## config.mk

```make
export PLATFORM = sky130hd
export DESIGN_NAME = vga_rx
export DESIGN_NICKNAME = d
export VERILOG_FILES = /design/src/rtl/vga_rx.sv
export SDC_FILE = /design/constraint.sdc
export NUM_CORES = 1
export LEC_CHECK = 0
export BUFFER_PORTS_ARGS = -buffer_cell sky130_fd_sc_hd__buf_4
export CAP_MARGIN = 5
export CORE_MARGIN = 5
export CORE_UTILIZATION = 50
export CTS_CLUSTER_DIAMETER = 60
export DETAILED_ROUTE_END_ITERATION = 12
export PLACE_DENSITY = 0.73
export RECOVER_POWER = 25
export SLEW_MARGIN = 5
export SYNTH_ARGS = -nofsm -noshare
export SYNTH_HDL_FRONTEND = slang
export SYNTH_SLANG_ARGS = --single-unit
```

## constraint.sdc

```tcl
create_clock -name clk -period 5.3 [get_ports clk]
set_clock_uncertainty 0.2 [all_clocks]
set_input_delay 1.06 -clock clk [delete_from_list [all_inputs] [get_ports clk]]
set_output_delay 1.06 -clock clk [all_outputs]
set_load 0.01 [all_outputs]
```

## src/rtl/vga_rx.sv

```systemverilog
// VGA receive-side timing recovery: rebuilds pixel coordinates from incoming
// syncs, measures line/frame lengths and declares lock on a matching format.
module vga_rx #(
  parameter int   H_ACTIVE    = 640,
  parameter int   H_SYNC      = 96,
  parameter int   H_BACK      = 48,
  parameter int   H_TOTAL     = 800,
  parameter int   V_ACTIVE    = 480,
  parameter int   V_SYNC      = 2,
  parameter int   V_BACK      = 33,
  parameter int   V_TOTAL     = 525,
  parameter logic SYNC_POL    = 1'b0,
  parameter int   LOCK_FRAMES = 2
) (
  input  logic        clk,
  input  logic        reset,
  input  logic        hsync_in,
  input  logic        vsync_in,
  input  logic [11:0] rgb_in,
  output logic [11:0] rgb_out,
  output logic [9:0]  hpos,
  output logic [9:0]  vpos,
  output logic        display_on,
  output logic        locked,
  output logic        frame_start,
  output logic [9:0]  h_meas,
  output logic [9:0]  v_meas
);

  localparam logic [9:0] H_START = 10'(H_SYNC + H_BACK);
  localparam logic [9:0] H_END   = 10'(H_SYNC + H_BACK + H_ACTIVE);
  localparam logic [9:0] V_START = 10'(V_SYNC + V_BACK);
  localparam logic [9:0] V_END   = 10'(V_SYNC + V_BACK + V_ACTIVE);
  localparam logic [9:0] H_TOT   = 10'(H_TOTAL);
  localparam logic [9:0] V_TOT   = 10'(V_TOTAL);
  localparam logic [9:0] CNT_MAX = 10'h3FF;
  localparam logic [3:0] GOOD_TGT = 4'(LOCK_FRAMES);

  typedef enum logic [1:0] {SEARCH, TRACK, LOCKED} state_t;

  state_t      state_q, state_d;
  logic        hs_q, hs_d, hs_prev_q, hs_prev_d;
  logic        vs_q, vs_d, vs_prev_q, vs_prev_d;
  logic [11:0] rgb_q, rgb_d, pix_q, pix_d;
  logic [9:0]  hcnt_q, hcnt_d, vcnt_q, vcnt_d;
  logic [9:0]  h_meas_q, h_meas_d, v_meas_q, v_meas_d;
  logic        v_pend_q, v_pend_d;
  logic        bad_q, bad_d;
  logic [3:0]  good_q, good_d;
  logic        frame_start_q, frame_start_d;

  logic        h_lead, v_lead, boundary, line_ok, frame_ok, hcnt_sat;
  logic [9:0]  hcnt_inc, vcnt_inc;
  logic [3:0]  good_inc;
  logic        h_win, v_win;

  always_comb begin
    hs_d      = hsync_in;
    vs_d      = vsync_in;
    rgb_d     = rgb_in;
    hs_prev_d = hs_q;
    vs_prev_d = vs_q;
    pix_d     = rgb_q;

    h_lead   = (hs_q == SYNC_POL) && (hs_prev_q != SYNC_POL);
    v_lead   = (vs_q == SYNC_POL) && (vs_prev_q != SYNC_POL);
    hcnt_inc = hcnt_q + 10'd1;
    vcnt_inc = vcnt_q + 10'd1;
    good_inc = good_q + 4'd1;
    line_ok  = (hcnt_inc == H_TOT);
    boundary = h_lead && (v_pend_q || v_lead);
    frame_ok = (vcnt_inc == V_TOT) && !bad_q && line_ok;

    hcnt_d   = hcnt_q;
    vcnt_d   = vcnt_q;
    h_meas_d = h_meas_q;
    v_meas_d = v_meas_q;
    v_pend_d = v_pend_q;
    bad_d    = bad_q;

    if (h_lead) begin
      hcnt_d   = '0;
      h_meas_d = hcnt_inc;
    end else if (hcnt_q != CNT_MAX) begin
      hcnt_d = hcnt_inc;
    end
    hcnt_sat = (hcnt_d == CNT_MAX);

    // A vsync lead may precede its hsync lead; v_pend carries it to the line start.
    if (boundary) begin
      vcnt_d   = '0;
      v_meas_d = vcnt_inc;
      v_pend_d = 1'b0;
      bad_d    = 1'b0;
    end else begin
      if (v_lead) v_pend_d = 1'b1;
      if (h_lead) begin
        if (vcnt_q != CNT_MAX) vcnt_d = vcnt_inc;
        if (!line_ok) bad_d = 1'b1;
      end
    end
  end

  always_comb begin
    state_d = state_q;
    good_d  = good_q;
    case (state_q)
      SEARCH: begin
        if (boundary) begin
          state_d = TRACK;
          good_d  = '0;
        end
      end
      TRACK: begin
        if (hcnt_sat) begin
          state_d = SEARCH;
        end else if (boundary) begin
          if (frame_ok) begin
            good_d = good_inc;
            if (good_inc >= GOOD_TGT) state_d = LOCKED;
          end else begin
            good_d = '0;
          end
        end
      end
      LOCKED: begin
        if ((h_lead && !line_ok) || (boundary && !frame_ok) || hcnt_sat)
          state_d = SEARCH;
      end
      default: state_d = SEARCH;
    endcase
    frame_start_d = boundary && (state_d == LOCKED);
  end

  always_ff @(posedge clk or negedge reset) begin
    if (!reset) begin
      state_q       <= SEARCH;
      hs_q          <= ~SYNC_POL;
      hs_prev_q     <= ~SYNC_POL;
      vs_q          <= ~SYNC_POL;
      vs_prev_q     <= ~SYNC_POL;
      rgb_q         <= '0;
      pix_q         <= '0;
      hcnt_q        <= '0;
      vcnt_q        <= '0;
      h_meas_q      <= '0;
      v_meas_q      <= '0;
      v_pend_q      <= 1'b0;
      bad_q         <= 1'b0;
      good_q        <= '0;
      frame_start_q <= 1'b0;
    end else begin
      state_q       <= state_d;
      hs_q          <= hs_d;
      hs_prev_q     <= hs_prev_d;
      vs_q          <= vs_d;
      vs_prev_q     <= vs_prev_d;
      rgb_q         <= rgb_d;
      pix_q         <= pix_d;
      hcnt_q        <= hcnt_d;
      vcnt_q        <= vcnt_d;
      h_meas_q      <= h_meas_d;
      v_meas_q      <= v_meas_d;
      v_pend_q      <= v_pend_d;
      bad_q         <= bad_d;
      good_q        <= good_d;
      frame_start_q <= frame_start_d;
    end
  end

  // Outputs decode registered state only; pix_q lines up with hcnt_q/vcnt_q.
  always_comb begin
    h_win       = (hcnt_q >= H_START) && (hcnt_q < H_END);
    v_win       = (vcnt_q >= V_START) && (vcnt_q < V_END);
    locked      = (state_q == LOCKED);
    display_on  = h_win && v_win && locked;
    hpos        = display_on ? (hcnt_q - H_START) : '0;
    vpos        = display_on ? (vcnt_q - V_START) : '0;
    rgb_out     = display_on ? pix_q : '0;
    frame_start = frame_start_q;
    h_meas      = h_meas_q;
    v_meas      = v_meas_q;
  end

endmodule
```

# Yosys cells after proc, flatten, opt, wreduce, memory -nomap -nowiden
# Index checks and enable logic that the tools add are counted.
# op_classes
order_cmp,5
bitwise_logic,2
add_sub_neg,5
n_eq_ne,12
muxes,25
n_reduce_logical,26
# op_table
op,count
$mux W10,7
$eq A10 B10 Y1 const B,3
$add A10 B1 Y10 const B,2
$lt A10 B10 Y1 const B,2
$ne A10 B10 Y1 const B,2
$mux W4,4
$logic_and A1 B1 Y1,12
$mux W12,1
$mux W2,6
$ge A10 B6 Y1 const B,1
$ge A10 B8 Y1 const B,1
$sub A10 B6 Y10 const B,1
$sub A10 B8 Y10 const B,1
$ne A2 B2 Y1 const B,4
$pmux W4 S2,1
$reduce_bool A2 Y1,4
$pmux W2 S3,1
$mux W1,5
$add A4 B1 Y4 const B,1
$eq A2 B2 Y1 const B,2
$ge A4 B2 Y1 const B,1
$reduce_and A2 Y1,2
$reduce_and A4 Y1,1
$logic_not A1 Y1,3
4 further kinds,7
# totals
out_inout_bits,55
input_bits,16
register_bits,77
elab_cells,90

# Longest topological paths before layout
# depth
ltp_word,12
mapped_depth,10
mapped_depth_nobuf,8

# Worst setup path before layout
# OpenSTA, ideal clock, no wires.
# synth_path
kind,register -> output
from,reg vcnt_q[0]
to,out rgb_out[10]
n_path_buf,1
slack_ps,1917
stages_incl_launch_ff,9
arrival_ps,2123
t_required_ps,4040
path_cell_list,dfrtp_1 ha_1 nor4_1 nand2b_1 a21oi_1 o2111ai_2 inv_1 buf_2 and2_1
# synth_between
elab_chain_len,5
word_cells_on_any_way,6
classes_between,order compare (2); mux (1); reduce/logical (3)
# synth_rtl
item,line_no,rtl
from (decl),45,"logic [9:0] hcnt_q, hcnt_d, vcnt_q, vcnt_d;"
from (signal assigned),161,vcnt_q <= vcnt_d;
$ge A10 B6 Y1 or $lt A10 B10 Y1 (tied branches),174,v_win = (vcnt_q >= V_START) && (vcnt_q < V_END);
$logic_and A1 B1 Y1 (*),174,
$logic_and A1 B1 Y1 (*) (2 in a row),176,display_on = h_win && v_win && locked;
named net display_on,23,"output logic display_on,"
$mux W12 (*),179,rgb_out = display_on ? pix_q : '0;
to (decl),20,"output logic [11:0] rgb_out,"
# The timed path passes the listed nets; every way through them passes the cells marked *.

# Final worst setup path
# layout_path
from,reg vcnt_q[0]
to,out vpos[2]
# layout_between
elab_chain_len,5
word_cells_on_any_way,7
classes_between,add/sub (1); order compare (2); mux (1); reduce/logical (3)
# layout_rtl
item,line_no,rtl
$ge A10 B6 Y1 or $lt A10 B10 Y1 (tied branches),174,
$logic_and A1 B1 Y1,174,
$logic_and A1 B1 Y1 (2 in a row),176,
$mux W10 (*),178,vpos = display_on ? (vcnt_q - V_START) : '0;
to (decl),22,"output logic [9:0] vpos,"
# Every way passes the cells marked *; elsewhere a longest branch is shown, timed or not.

==> flow_metrics.py <==
metrics = {
    "placement": {
        "dp.cells": 564,
        "final_hpwl_dp_um": 6378,
        "detailed_place.area_sq_um": 4547,
        "port_buffers": 70,
        "globalplace.congestion": 0.9224,
    },
    "detailed_routing": {
        "drt-wirelength-per-cell_um": 15.69,
        "avgViaCountPerCell": 5.548,
        "totalWireLength_um": 9100,
        "detail-route-antenna-nets": 0,
        "number_of_violations_reported_at_the_end_of_detailed_routing_iteration_0": 216,
        "dr_total_vias": 3218,
        "drc": 0,
        "drt_first_pass_iters": 5,
    },
    "grt": {
        "globalRoute.totalOverflow": 0,
        "grt_pass1_wl_um": 15450,
        "grt_pass1_vias": 3094,
        "groute.usage.overall_pct": 19.57,
        "grt_start_max_net_pins": 78,
        "number_of_antenna_violations_at_the_first_check_in_global_routing": 0,
    },
    "clock_network": {
        "numClockSinks": 77,
        "cts-root-to-sink-buffers": 2,
        "clkTransAtPathRegs_ns": 0.10,
        "cts_hold_buffers": 0,
        "postCtsSetupRepairBufs": 0,
        "cts_buffers": 9,
        "cts_htree_levels": 3,
        "cts_resized": 0,
        "clockRootBuffer": "clkbuf_8",
        "tritoncts": "built",
        "clkLatencyLatePin_ns": 0.36,
    },
    "timing": {
        "layout_worst_path_cycle_share_pct": 74.93,
        "layout_min_cycle_time_ns": 3.971,
        "fmaxAchievable_mhz": 251.8,
        "hold-worst-slack_ns": 0.1540,
        "rsz_0062_raised_after_global_routing": "no",
        "finalHoldViolCount": 0,
        "max_slew.worst_pin.slew_ns": 1.874,
        "timing.setup.tns_ns": 0,
        "setup_violations": 0,
        "slew_headroom_pct": -24.94,
        "drv_slew": 78,
    },
    "critical_path": {
        "reg2reg_slack_ns": 2.25,
        "cp_data_required_time_ns": 4.04,
        "critical-path-slowest-cell": "dfrtp_1",
        "setup.worst_path.class": "flop to output port",
        "max_stage_delay_ns": 0.49,
        "worst_path_cell_trace": "ha_1 -> nor4_1 -> nand2b_1 -> a21oi_1 -> o2111ai_2 -> inv_1 -> and3_1 -> buf_4",
        "critical_path.max_fanout": 18,
        "worst_path_dominant_cell_family": "simple AND/OR/NAND/NOR gates",
        "worst_setup_path_start_kind": "flop",
        "critical_path.endpoint": "vpos[2]",
        "worst_ep_arrival_time_ns": 2.71,
        "crit_buf_inv": 2,
        "critical_path.startpoint": "vcnt_q[0]$_DFFE_PN0P_",
        "worstSetupPathDepth": 8,
        "worstSetupEndpointType": "output port",
        "ff2ff_path_depth": 8,
        "worstReg2RegEnd": "good_q[3]$_DFFE_PN0P_",
        "r2r-start": "hs_prev_q$_DFF_PN1_",
    },
    "final_layout": {
        "nets": 499,
        "layout_overhead_on_the_synthesized_area_pct": 18.30,
        "finish.cell_count_without_fillers": 580,
        "final_layout_size_suffix_gt1_share_pct": 23.22,
        "final.fill_count": 688,
        "diodes": 0,
        "final_design_area_no_fill_sq_um": 4740,
    },
    "die": {
        "floorplan.die_area_sq_um": 9903,
        "start_util_pct": 51.58,
        "row_count": 32,
        "die_outline_height_um": 99.52,
        "fp.dieW_um": 99.52,
        "floorplan.io_pins": 71,
        "core_sq_um": 7767,
    },
    "yosys": {
        "main_combinational_cell_family_by_area_after_synthesis": "simple AND/OR/NAND/NOR gates",
        "synth_nets": 443,
        "synth-edff-count": 0,
        "post_synth_main_area_contributors": "dfrtp_1 (46%), nand2_1 (5.2%), xnor2_1 (4.2%)",
        "synth-compound-area-share_pct": 14.71,
        "netlist.area_leader.share_pct": 45.60,
        "ys_warn_count": 0,
        "ys.flop_type": "dfrtp_1",
        "syn_area_sq_um": 4006,
        "ys_seq_elements": 77,
        "synth_top_cell_by_area": "dfrtp_1",
        "post_synth_xor_area_fraction_pct": 4.591,
        "mean_syn_cell_area_sq_um": 9.608,
        "synthesized_instance_count": 417,
        "yosys-mux-area-fraction_pct": 0.2498,
        "synth_sequential_area_ratio_pct": 48.22,
        "synth-async-reset-ratio_pct": 100.0,
        "yosys.area_share.simple_pct": 24.33,
        "synth_fa_ha_area_share_pct": 3.123,
        "synth_cell_type_count": 62,
    },
    "run": {
        "maxCapViolCount": 1,
    },
    "pwr": {
        "max-vdd-ir-drop_v": 0.0001866,
        "p_per_area_nw_per_um2": 284.7,
        "power.leakage_nw": 2.110,
    },
    "run_status": {
        "outcome": "complete, but fails checks",
        "failing_checks": "max-capacitance violations, max-slew violations",
    },
    "hold_path": {
        "type_of_the_most_critical_hold_path": "flop to flop",
    },
}
## layout by cell type, fill, tap and decap left out, drive strengths merged, types with 2 or more instances in the layout
cell type	netlist	layout
nor4b	2	2
a211oi	3	3
nor2b	5	5
clkbuf	13	26
nand2b	7	7
o21a	3	3
a31oi	8	8
and4	6	6
a2111oi	2	2
xnor2	19	19
nor4	7	7
o311a	2	2
ha	10	10
xor2	2	2
o2111ai	2	2
o31ai	4	4
o21ai	36	36
nor3b	3	3
nor3	8	8
and3	3	3
nand2	55	55
o31a	3	3
or2	4	4
dfstp	4	4
inv	13	19
nor2	35	35
o211ai	4	4
or3	3	3
a21oi	16	16
and2	20	20
dfrtp	73	73
buf	16	57
nand3	8	8
nand4	7	7
## state kept, by name (all words and copies together), names as in the netlist, 2 cells and up
| name | cells |
|---|---|
| good_q | 4 |
| v_meas | 10 |
| state_q | 2 |
| pix_q | 12 |
| hcnt_q | 10 |
| vcnt_q | 10 |
| pix_d | 12 |
| h_meas | 10 |
## power breakdown
group	total, W	switching, W	internal, W
logic	0.000198	0.000110	0.0000880
registers	0.000696	0.0000593	0.000637
clock network	0.000455	0.000265	0.000190
total	0.00135	0.000434	0.000915
## logic make-up after synthesis
group / count (synthesis)
multiplexers: 1
AND/OR/NAND/NOR: 178
flip-flops: 77
buffers and inverters: 42
AO/OA/AOI/OAI: 88
XOR/XNOR: 21
adder cells (fa/ha/maj): 10
## through the flow
stage | power (W) | setup slack (ns) | util, %
after detailed placement | 0.0009072 | 1.718 | 58.54
after CTS | 0.001366 | 1.299 | 61.15
after global placement | 0.0009011 | 1.788 | 58.54
after floorplan | 0.0008226 | 1.917 | -
after global routing | 0.001423 | 1.111 | 61.02
final | 0.001349 | 1.329 | 61.02
## synthesized netlist by cell type (all sizes together) (3+ instances only)
cell type and number:
and2 20, xnor2 19, o21a 3, nor3b 3
a211oi 3, nor2 35, and4 6, o31a 3
nor3 8, nor2b 5, dfstp 4, o31ai 4
buf 16, nand2 55, nor4 7, or3 3
clkbuf 13, nand4 7, nand3 8, ha 10
o21ai 36, a31oi 8, dfrtp 73, nand2b 7
or2 4, and3 3, inv 13, o211ai 4
a21oi 16
## final cells by class
type / count / area, sq um / share of cell area, %
flip-flops and latches: 77 / 1932 / 40.76
multi-input cells: 298 / 1883 / 39.73
repair buffers: 74 / 545.5 / 11.51
well taps: 102 / 127.6 / 2.693
clock buffers: 9 / 123.9 / 2.614
clock inverters: 7 / 78.83 / 1.663
inverters: 13 / 48.80 / 1.030
## per-layer routing
layer  GRT usage, %  wire length, um  vias up
li1               -                -     1559
met1          27.85             4124     1533
met2          29.29             4226      114
met3          4.067              614       12
met4          7.773              135        0
met5              0                0        -
## how the worst min path moves through the flow
| stage | from | end | slack (ns) | depth (start not counted) |
|---|---|---|---|---|
| global placement | pix_d[5]$_DFF_PN0_ | pix_q[5]$_DFF_PN0_ | 0.13 | 0 |
| global route | pix_d[10]$_DFF_PN0_ | pix_q[10]$_DFF_PN0_ | 0.16 | 0 |
| detailed placement | pix_d[3]$_DFF_PN0_ | pix_q[3]$_DFF_PN0_ | 0.13 | 0 |
| finish | pix_d[10]$_DFF_PN0_ | pix_q[10]$_DFF_PN0_ | 0.15 | 0 |
| floorplan | pix_d[0]$_DFF_PN0_ | pix_q[0]$_DFF_PN0_ | 0.13 | 0 |
| CTS | pix_d[2]$_DFF_PN0_ | pix_q[2]$_DFF_PN0_ | 0.16 | 0 |
Power figures use the tool's default switching activity.
